==> config.mk <==
export PLATFORM = sky130hd
export DESIGN_NAME = aes_key_expander
export DESIGN_NICKNAME = d
export VERILOG_FILES = /design/src/rtl/aes_key_expander.sv
export SDC_FILE = /design/constraint.sdc
export NUM_CORES = 2
export LEC_CHECK = 0
export CAP_MARGIN = 30
export CORE_MARGIN = 2
export CORE_UTILIZATION = 25
export DETAILED_ROUTE_END_ITERATION = 10
export GPL_ROUTABILITY_DRIVEN = 1
export SLEW_MARGIN = 20
export SYNTH_ARGS = -nofsm -noshare
export SYNTH_HDL_FRONTEND = slang
export SYNTH_SLANG_ARGS = --single-unit
==> constraint.sdc <==
create_clock -name clk_i -period 17.7 [get_ports clk_i]
set_clock_uncertainty 0.2 [all_clocks]
set_input_delay 2.655 -clock clk_i [delete_from_list [all_inputs] [get_ports clk_i]]
set_output_delay 2.655 -clock clk_i [all_outputs]
set_load 0.02 [all_outputs]
==> src/rtl/aes_key_expander.sv <==
// Sequential AES-128/192/256 key schedule engine. It generates one expanded word per clock
// and hands out 128-bit round keys 0..NR in order over a valid/ready interface.
module aes_key_expander #(
    parameter int unsigned NK = 4
) (
    input  logic              clk_i,
    input  logic              n_rst_i,
    input  logic              start_i,
    input  logic [32*NK-1:0]  key_in_i,
    input  logic              rk_ready_i,
    output logic              rk_valid_o,
    output logic [127:0]      rk_out_o,
    output logic [3:0]        rk_index_o,
    output logic              busy_o,
    output logic              done_o
);

    localparam int unsigned NR     = NK + 6;
    localparam logic [5:0]  LastJ  = 6'(4 * NR + 3);
    localparam logic [5:0]  NkW    = 6'(NK);
    localparam logic [2:0]  NkLast = 3'(NK - 1);

    typedef enum logic [1:0] {StIdle, StRun, StDrain, StDone} state_e;

    function automatic logic [7:0] xtime(input logic [7:0] a);
        return {a[6:0], 1'b0} ^ (a[7] ? 8'h1b : 8'h00);
    endfunction

    function automatic logic [7:0] gf_mul(input logic [7:0] a, input logic [7:0] b);
        logic [7:0] p;
        logic [7:0] acc;
        p   = a;
        acc = '0;
        for (int i = 0; i < 8; i++) begin
            if (b[i]) acc = acc ^ p;
            p = xtime(p);
        end
        return acc;
    endfunction

    // Multiplicative inverse as x^254 (maps 0 to 0), followed by the affine transform.
    function automatic logic [7:0] sbox(input logic [7:0] x);
        logic [7:0] inv;
        logic [7:0] pw;
        inv = 8'h01;
        pw  = x;
        for (int i = 0; i < 8; i++) begin
            if (i != 0) inv = gf_mul(inv, pw);
            pw = gf_mul(pw, pw);
        end
        return inv ^ {inv[6:0], inv[7]} ^ {inv[5:0], inv[7:6]} ^ {inv[4:0], inv[7:5]}
                   ^ {inv[3:0], inv[7:4]} ^ 8'h63;
    endfunction

    function automatic logic [31:0] sub_word(input logic [31:0] x);
        return {sbox(x[31:24]), sbox(x[23:16]), sbox(x[15:8]), sbox(x[7:0])};
    endfunction

    function automatic logic [7:0] rcon(input logic [3:0] idx);
        case (idx)
            4'd0:    return 8'h01;
            4'd1:    return 8'h02;
            4'd2:    return 8'h04;
            4'd3:    return 8'h08;
            4'd4:    return 8'h10;
            4'd5:    return 8'h20;
            4'd6:    return 8'h40;
            4'd7:    return 8'h80;
            4'd8:    return 8'h1b;
            4'd9:    return 8'h36;
            default: return 8'h00;
        endcase
    endfunction

    state_e             state_q, state_d;
    logic [32*NK-1:0]   win_q, win_d;       // word 0 (LSBs) is w[j-NK], top word is w[j-1]
    logic [95:0]        col_q, col_d;
    logic [5:0]         j_q, j_d;
    logic [2:0]         jm_q, jm_d;
    logic [3:0]         rcon_idx_q, rcon_idx_d;
    logic               rk_valid_q, rk_valid_d;
    logic [127:0]       rk_out_q, rk_out_d;
    logic [3:0]         rk_index_q, rk_index_d;
    logic               busy_q, busy_d;
    logic               done_q, done_d;

    logic [31:0] head, tail, sub_tail, t_word, emit_word;
    logic        key_phase, stall, handoff;

    assign head      = win_q[31:0];
    assign tail      = win_q[32*NK-1 -: 32];
    assign key_phase = (j_q < NkW);

    // SubWord is bytewise, so it commutes with RotWord and one S-box row serves both paths.
    always_comb begin
        sub_tail = sub_word(tail);
        if (key_phase) begin
            t_word = '0;
        end else if (jm_q == 3'd0) begin
            t_word = {sub_tail[23:0], sub_tail[31:24]} ^ {rcon(rcon_idx_q), 24'h0};
        end else if (NK == 8 && jm_q == 3'd4) begin
            t_word = sub_tail;
        end else begin
            t_word = tail;
        end
    end

    assign emit_word = head ^ t_word;
    assign handoff   = rk_valid_q && rk_ready_i;
    assign stall     = (j_q[1:0] == 2'd3) && rk_valid_q && !rk_ready_i;

    always_comb begin
        state_d    = state_q;
        win_d      = win_q;
        col_d      = col_q;
        j_d        = j_q;
        jm_d       = jm_q;
        rcon_idx_d = rcon_idx_q;
        rk_valid_d = rk_valid_q && !rk_ready_i;
        rk_out_d   = rk_out_q;
        rk_index_d = rk_index_q;
        busy_d     = busy_q;
        done_d     = 1'b0;

        unique case (state_q)
            StIdle: begin
                if (start_i) begin
                    state_d    = StRun;
                    busy_d     = 1'b1;
                    j_d        = '0;
                    jm_d       = '0;
                    rcon_idx_d = '0;
                    for (int i = 0; i < int'(NK); i++) begin
                        win_d[32*i +: 32] = key_in_i[32*(int'(NK) - i) - 1 -: 32];
                    end
                end
            end
            StRun: begin
                if (!stall) begin
                    // Key words rotate through the window unchanged, so after NK steps it
                    // holds w[0..NK-1] in order, ready for generation.
                    win_d = {emit_word, win_q[32*NK-1:32]};
                    j_d   = j_q + 6'd1;
                    jm_d  = (jm_q == NkLast) ? 3'd0 : jm_q + 3'd1;
                    if (!key_phase && jm_q == 3'd0) rcon_idx_d = rcon_idx_q + 4'd1;
                    if (j_q[1:0] == 2'd3) begin
                        rk_out_d   = {col_q[31:0], col_q[63:32], col_q[95:64], emit_word};
                        rk_valid_d = 1'b1;
                        rk_index_d = j_q[5:2];
                    end else begin
                        col_d[32*j_q[1:0] +: 32] = emit_word;
                    end
                    if (j_q == LastJ) state_d = StDrain;
                end
            end
            StDrain: begin
                if (handoff) begin
                    state_d = StDone;
                    done_d  = 1'b1;
                end
            end
            StDone: begin
                state_d = StIdle;
                busy_d  = 1'b0;
            end
            default: state_d = StIdle;
        endcase
    end

    always_ff @(posedge clk_i or negedge n_rst_i) begin
        if (!n_rst_i) begin
            state_q    <= StIdle;
            win_q      <= '0;
            col_q      <= '0;
            j_q        <= '0;
            jm_q       <= '0;
            rcon_idx_q <= '0;
            rk_valid_q <= 1'b0;
            rk_out_q   <= '0;
            rk_index_q <= '0;
            busy_q     <= 1'b0;
            done_q     <= 1'b0;
        end else begin
            state_q    <= state_d;
            win_q      <= win_d;
            col_q      <= col_d;
            j_q        <= j_d;
            jm_q       <= jm_d;
            rcon_idx_q <= rcon_idx_d;
            rk_valid_q <= rk_valid_d;
            rk_out_q   <= rk_out_d;
            rk_index_q <= rk_index_d;
            busy_q     <= busy_d;
            done_q     <= done_d;
        end
    end

    assign rk_valid_o = rk_valid_q;
    assign rk_out_o   = rk_out_q;
    assign rk_index_o = rk_index_q;
    assign busy_o     = busy_q;
    assign done_o     = done_q;

endmodule

# [Yosys cells after proc, flatten, opt, wreduce, memory -nomap -nowiden]
# Memory sizes are Yosys's and may differ from the RTL's.
# Cells that the tools add are included.
# Widths: inputs -> output; s select.
[classes] add_sub_neg=4 mul=0 div_mod_pow=0 magnitude_cmp=1 n_eq_ne=11 n_shift=2 n_mux=843 bitwise=780 n_reduce_logical=17
[ops] operator="$mux 8" n=422
[ops] operator="$xor 8x8->8" n=380
[ops] operator="$xor 8x5->8" n=364
[ops] operator="$mux 5" n=368
[ops] operator="$mux 128" n=2
[ops] operator="$pmux 128 s2" n=1
[ops] operator="$bwmux 96" n=1
[ops] operator="$shift 32x34->96 const A" n=1
[ops] operator="$shiftx 32x34->96" n=1
[ops] operator="$mux 32" n=2
[ops] operator="$xor 32x32->32" n=2
[ops] operator="$mux 6" n=6
[ops] operator="$neg 7->34" n=1
[ops] operator="$mux 4" n=7
[ops] operator="$mux 7" n=4
[ops] operator="$not 1->1 const A" n=28
[ops] operator="$mux 3" n=7
[ops] operator="$mux 2" n=8
[ops] operator="$not 4->4" n=4
[ops] operator="$pmux 6 s2" n=1
[ops] operator="$mux 1" n=10
[ops] operator="$ne 2x2->1 const B" n=5
[ops] operator="$reduce_and 3->1" n=3
[ops] operator="$pmux 2 s4" n=1
[ops] operator="19 further kinds" n=29
[totals] register_bits=374 latch_bits=0 ramBits=0 rom_bits=128 inputBits=132 out_inout_bits=135 wordCells=1670 mem_count=1
[mem_list] memory="(name not given)" words=16 width=8 read_ports=1 rd_ports_with_merged_regs=0 wr=0 line_no="60" source="case (idx)"

# [Longest topological paths before layout]
[logic_depth] word_depth=138 depth_mapped=73 ltp_nobuf=62

# [Worst setup path before layout]
# Ideal clock, no wire load.
[synth_timing] path_kind="register to register" from="register win_q[112]" to="register col_q[25]" setup_time_ps=133 t_arrival_ps=15801 t_required_ps=17367 slack_ps=1566 path_stages_with_launch=70 path_buffers=8 period_less_slack_ps=16134 path_cell_list="dfrtp_1 ha_1 mux2i_1 xnor3_1 xor2_1 xnor2_1 inv_1 ha_1 clkbuf_1 nand2_1 xor2_1 xnor2_1 inv_2 buf_4 buf_4 ha_1 clkbuf_1 xnor2_1 [... 34 more ...] nor2_1 xor2_1 xnor2_1 xnor2_2 xor2_1 xnor3_2 nand2_1 xnor3_1 xnor3_1 xnor2_2 xor2_2 xor2_2 xnor3_1 xnor2_1 nand2_1 a21oi_2 xnor2_1 o21ai_1"
[synth_between] elab_chain_cells=135 word_cells_on_any_way=389 cone_classes="1 x shift; 199 x mux; 189 x bitwise"
[synth_rtl] element="from (decl)" line_no="76" source="logic [32*NK-1:0] win_q, win_d;"
[synth_rtl] element="from (signal assigned)" line_no="185" source="win_q <= win_d;"
[synth_rtl] element="$mux 8" line_no="35" source="if (b[i]) acc = acc ^ p;"
[synth_rtl] element="$xor 8x8->8" line_no="35"
[synth_rtl] element="$mux 8" line_no="35"
[synth_rtl] element="$xor 8x8->8" line_no="35"
[synth_rtl] element="$mux 8" line_no="35"
[synth_rtl] element="$xor 8x8->8" line_no="35"
[synth_rtl] element="$mux 8" line_no="35"
[synth_rtl] element="$xor 8x8->8" line_no="35"
[synth_rtl] element="[... 119 more ...]"
[synth_rtl] element="$xor 8x8->8" line_no="52" source="^ {inv[3:0], inv[7:4]} ^ 8'h63;"
[synth_rtl] element="$not 4->4 (no source line)"
[synth_rtl] element="$xor 32x32->32" line_no="100" source="t_word = {sub_tail[23:0], sub_tail[31:24]} ^ {rcon(rcon_idx_q), 24'h0};"
[synth_rtl] element="$mux 32 (*)" line_no="99" source="end else if (jm_q == 3'd0) begin"
[synth_rtl] element="$mux 32 (*)" line_no="97" source="if (key_phase) begin"
[synth_rtl] element="$xor 32x32->32 (*)" line_no="108" source="assign emit_word = head ^ t_word;"
[synth_rtl] element="$shiftx 32x34->96 (*)" line_no="151" source="col_d[32*j_q[1:0] +: 32] = emit_word;"
[synth_rtl] element="$bwmux 96 (*)" line_no="151"
[synth_rtl] element="to (signal assigned)" line_no="186" source="col_q <= col_d;"
[synth_rtl] element="to (decl)" line_no="77" source="logic [95:0] col_q, col_d;"
# Mark *: on every way between the ends. The rest lies on a longest branch, timed or not.
# A chain may end at the register's enable or synchronous reset.

# [Worst setup path in the final report]
[layout_timing] from="register win_q[112]" to="register rk_out_q[25] (netlist: rk_out_o[25])"
[layout_between] elab_chain_cells=133 word_cells_on_any_way=387 cone_classes="198 x mux; 189 x bitwise"
[layout_rtl] element="$mux 8" line_no="35"
[layout_rtl] element="$xor 8x8->8" line_no="35"
[layout_rtl] element="$mux 8" line_no="35"
[layout_rtl] element="$xor 8x8->8" line_no="35"
[layout_rtl] element="$mux 8" line_no="35"
[layout_rtl] element="$xor 8x8->8" line_no="35"
[layout_rtl] element="$mux 8" line_no="35"
[layout_rtl] element="$xor 8x8->8" line_no="35"
[layout_rtl] element="[... 115 more ...]"
[layout_rtl] element="$mux 8 (*)" line_no="35"
[layout_rtl] element="$xor 8x8->8 (3 in a row)" line_no="51" source="return inv ^ {inv[6:0], inv[7]} ^ {inv[5:0], inv[7:6]} ^ {inv[4:0], inv[7:5]}"
[layout_rtl] element="$xor 8x8->8 (*)" line_no="52"
[layout_rtl] element="$not 4->4 (no source line) (*)"
[layout_rtl] element="$xor 32x32->32 (*)" line_no="100"
[layout_rtl] element="$mux 32 (*)" line_no="99"
[layout_rtl] element="$mux 32 (*)" line_no="97"
[layout_rtl] element="$xor 32x32->32 (*)" line_no="108"
[layout_rtl] element="to (signal assigned)" line_no="191" source="rk_out_q <= rk_out_d;"
[layout_rtl] element="to (decl)" line_no="82" source="logic [127:0] rk_out_q, rk_out_d;"
# Marks and branches as above.

==> key figures <==
CTS
  • CTS root buffer: clkbuf_16
  • CTS sink cnt: 374
  • CTS tree: built
  • Clock Latency Late Sink: 700 ps
  • CTS Buf Count: 44
  • Worst-path clk slew: 60 ps
  • H-tree Lvls: 2
  • Maximum root-to-sink buffer count: 3

Critical path
  • R2R depth: 63
  • CP required: 17980 ps
  • Most used cell, CP: xnor2_1
  • Crit Path Class: reg2reg
  • Critical path fanouts, max: 12
  • Crit path DAT: 17030 ps
  • Max incr delay on CP: 540 ps
  • Critical Path Start Type: flip-flop
  • R2R Path End: rk_out_o[25]$_DFFE_PN0P_
  • CP endpoint kind: flip-flop
  • FF-to-FF Start: win_q[112]$_DFFE_PN0P_
  • Delay-heaviest family, CP: XOR/XNOR gates
  • Slowest stage cell, crit path: xnor3_1
  • R2r setup slk: 950 ps
  • Crit path buf inv count: 7

Die
  • Row cnt: 196
  • Die ar.: 292100 µm²
  • Die Y: 540.5 µm
  • Chip width: 540.5 µm
  • Ports: 267
  • CORE AREA: 285700 µm²
  • Initial Util: 0.2519

Synthesis
  • Post-synth EDFFs: 0
  • Post-Syn Nets: 9616
  • Mapped Cells: 9448
  • Mapped Area: 71950 µm²
  • Sequential-to-total area share from yosys stat: 0.1301
  • Distinct cells, synth: 114
  • Mapped Avg Cell Area: 7.616 µm²
  • YS warnings: 0
  • Synth Flop Type: dfrtp_1
  • Asr flop ratio synth: 1.000
  • Synth Register Bits: 374

Route
  • Post-route ant nets: 0
  • Total Routed Length: 258.3 mm
  • Via density: 5.044
  • Drt drc: 0
  • Via count: 67810
  • Wire per inst: 19.21 µm
  • 1st-pass router iterations: 8
  • DRT iter0 DRCs: 5707

Min path
  • Worst hold path cell count: 2
  • Worst Hold Endpoint: rk_out_o[119]$_DFFE_PN0P_
  • Hold Crit Class: reg2reg
  • Hold path startpoint: col_q[23]$_DFFE_PN0P_

Place
  • Port Buf Inserts: 266
  • DP HPWL: 194.9 mm
  • Final GP Congestion: 0.9310

Cells and area
  • Syn-to-layout area delta: 15.56%
  • Layout Nets: 9815
  • Commonest non-fill, non-tap cells in the layout: 1563 x xnor2_1, 1371 x nand2_1, 1180 x nor2_1, 608 x o21ai_0, 505 x buf_4
  • Fillers: 30700
  • Commonest non-fill, non-tap cell in the layout: xnor2_1
  • Layout cell share with drive strength beyond 1: 0.09898

Global route
  • Vias in the first global route: 63000
  • Initial antenna violation count: 18
  • Largest net degree at the start of global routing: 146
  • Tot GR Track Use: 0.1690
  • GR Overflow Total: 0
  • First-pass GRT wire length: 392.9 mm

Timing
  • Actual slew at the worst max-slew pin: 988.2 ps
  • Tcrit/Tclk final: 0.9462
  • Fin. Hold Viols: 0
  • Crit path time final: 16750 ps
  • Max-slew violation count: 0
  • Fmax: 0.05971 GHz
  • Final setup fails: 0
  • Slew headroom: 0.3364
  • Fin Setup TNS: 0 ps
  • RSZ-0062 raised after global routing: false

Run
  • Max-cap viol count: 0

Status
  • Status: completed
[layout make-up]
cell class                      count  area, µm²  area share
Tap cell                         3762       4707     0.05661
Antenna cell                        4      10.01   0.0001204
Clock inverter                     24      327.8    0.003942
Inverter                          113      424.2    0.005101
Timing Repair Buffer              784       6624     0.07966
Multi-Input combinational cell   8330      60510      0.7277
Clock buffer                       54       1189     0.01430
Sequential cell                   374       9361      0.1126
[what timing repair did]
action,in CTS,in global routing
setup buffers,0,10
resized for setup,0,56
setup endpoints to repair,0,133
hold buffers,0,0
[synthesized netlist by cell type, types with 49 or more instances]
| cell type | n | area share |
|---|---|---|
| buf_2 | 109 | 0.0076 |
| dfrtp_1 | 374 | 0.13 |
| nor2_1 | 1182 | 0.062 |
| nand3_1 | 186 | 0.013 |
| xnor3_1 | 315 | 0.099 |
| xor2_1 | 410 | 0.050 |
| xnor2_1 | 1634 | 0.20 |
| inv_1 | 86 | 0.0045 |
| nand2b_1 | 55 | 0.0048 |
| o21ai_0 | 609 | 0.042 |
| a211oi_1 | 97 | 0.010 |
| o21ai_1 | 49 | 0.0034 |
| o22ai_1 | 110 | 0.0096 |
| mux2i_1 | 295 | 0.041 |
| nor3_1 | 231 | 0.016 |
| o211ai_1 | 86 | 0.0090 |
| nor2b_1 | 54 | 0.0047 |
| xnor2_2 | 81 | 0.018 |
| nand2_1 | 1376 | 0.072 |
| a21oi_1 | 474 | 0.033 |
| clkbuf_1 | 436 | 0.023 |
| a22oi_1 | 69 | 0.0072 |
| a31oi_1 | 74 | 0.0064 |
[registers in the layout (all words and copies together), names as in the netlist, 2 cells and up]
register and cells:
j_q 6, win_q 128, rk_index_o 4, col_q 96, rk_out_o 128, rcon_idx_q 4, state_q 2, jm_q 3
[worst register-to-register path, delay by kind of cell (launching register included)]
family	cells	cell delay (ps)
flip-flops	1	400
buffers and inverters	7	1320
AO/OA/AOI/OAI	19	4420
XOR/XNOR	22	6510
AND/OR/NAND/NOR	9	2120
multiplexers	3	680
adder cells (fa/ha/maj)	3	990
[metrics by stage]
stage / setup WS [ps] / hold slack (ps) / util / cells / area (µm²)
floorplan: 1566 / 238.6 / - / 9448 / 71950
global placement: 372.1 / 245.9 / 0.2833 / 13330 / 80950
detailed placement: 252.4 / 251.3 / 0.2837 / 13350 / 81060
CTS: 182.4 / 210.6 / 0.2890 / 13420 / 82580
global route: 38.71 / 219.4 / 0.2910 / 13450 / 83150
finish: 952.1 / 220.3 / 0.2910 / 13450 / 83150
[layer usage]
| metal | vias to the layer above | global-route usage | wire length [µm] |
|---|---|---|---|
| met5 | - | 0 | 58 |
| met4 | 10 | 0.09297 | 15660 |
| met3 | 440 | 0.01828 | 14240 |
| met2 | 2350 | 0.2729 | 118000 |
| met1 | 32140 | 0.2198 | 110400 |
| li1 | 32880 | - | - |
[worst max-delay path by stage]
stage	endpoint	slack [ps]	startpoint	depth (start not counted)
2_1_floorplan	col_q[25]$_DFFE_PN0P_	1570	win_q[112]$_DFFE_PN0P_	69
3_3_place_gp	rk_out_o[22]$_DFFE_PN0P_	370	win_q[104]$_DFFE_PN0P_	58
3_5_place_dp	win_q[106]$_DFFE_PN0P_	250	win_q[96]$_DFFE_PN0P_	56
4_1_cts	win_q[106]$_DFFE_PN0P_	180	win_q[96]$_DFFE_PN0P_	56
5_1_grt	win_q[96]$_DFFE_PN0P_	40	win_q[120]$_DFFE_PN0P_	59
6_report	rk_out_o[25]$_DFFE_PN0P_	950	win_q[112]$_DFFE_PN0P_	63
[kinds of logic (layout without fill, tap and decap cells)]
logic type / Yosys count / after routing / share of synthesized area
AO/OA/AOI/OAI: 2049 / 2049 / 0.1800
AND/OR/NAND/NOR: 3380 / 3380 / 0.1999
multiplexers: 334 / 334 / 0.04761
adder cells (fa/ha/maj): 40 / 40 / 0.006816
XOR/XNOR: 2527 / 2527 / 0.3927
buffers and inverters: 744 / 975 / 0.04290
flip-flops: 374 / 374 / 0.1301
other: 0 / 4 / 0
Power is left out: the tool's default activity adds up to more than one toggle a clock period on the data nets, which glitch-free logic cannot reach.
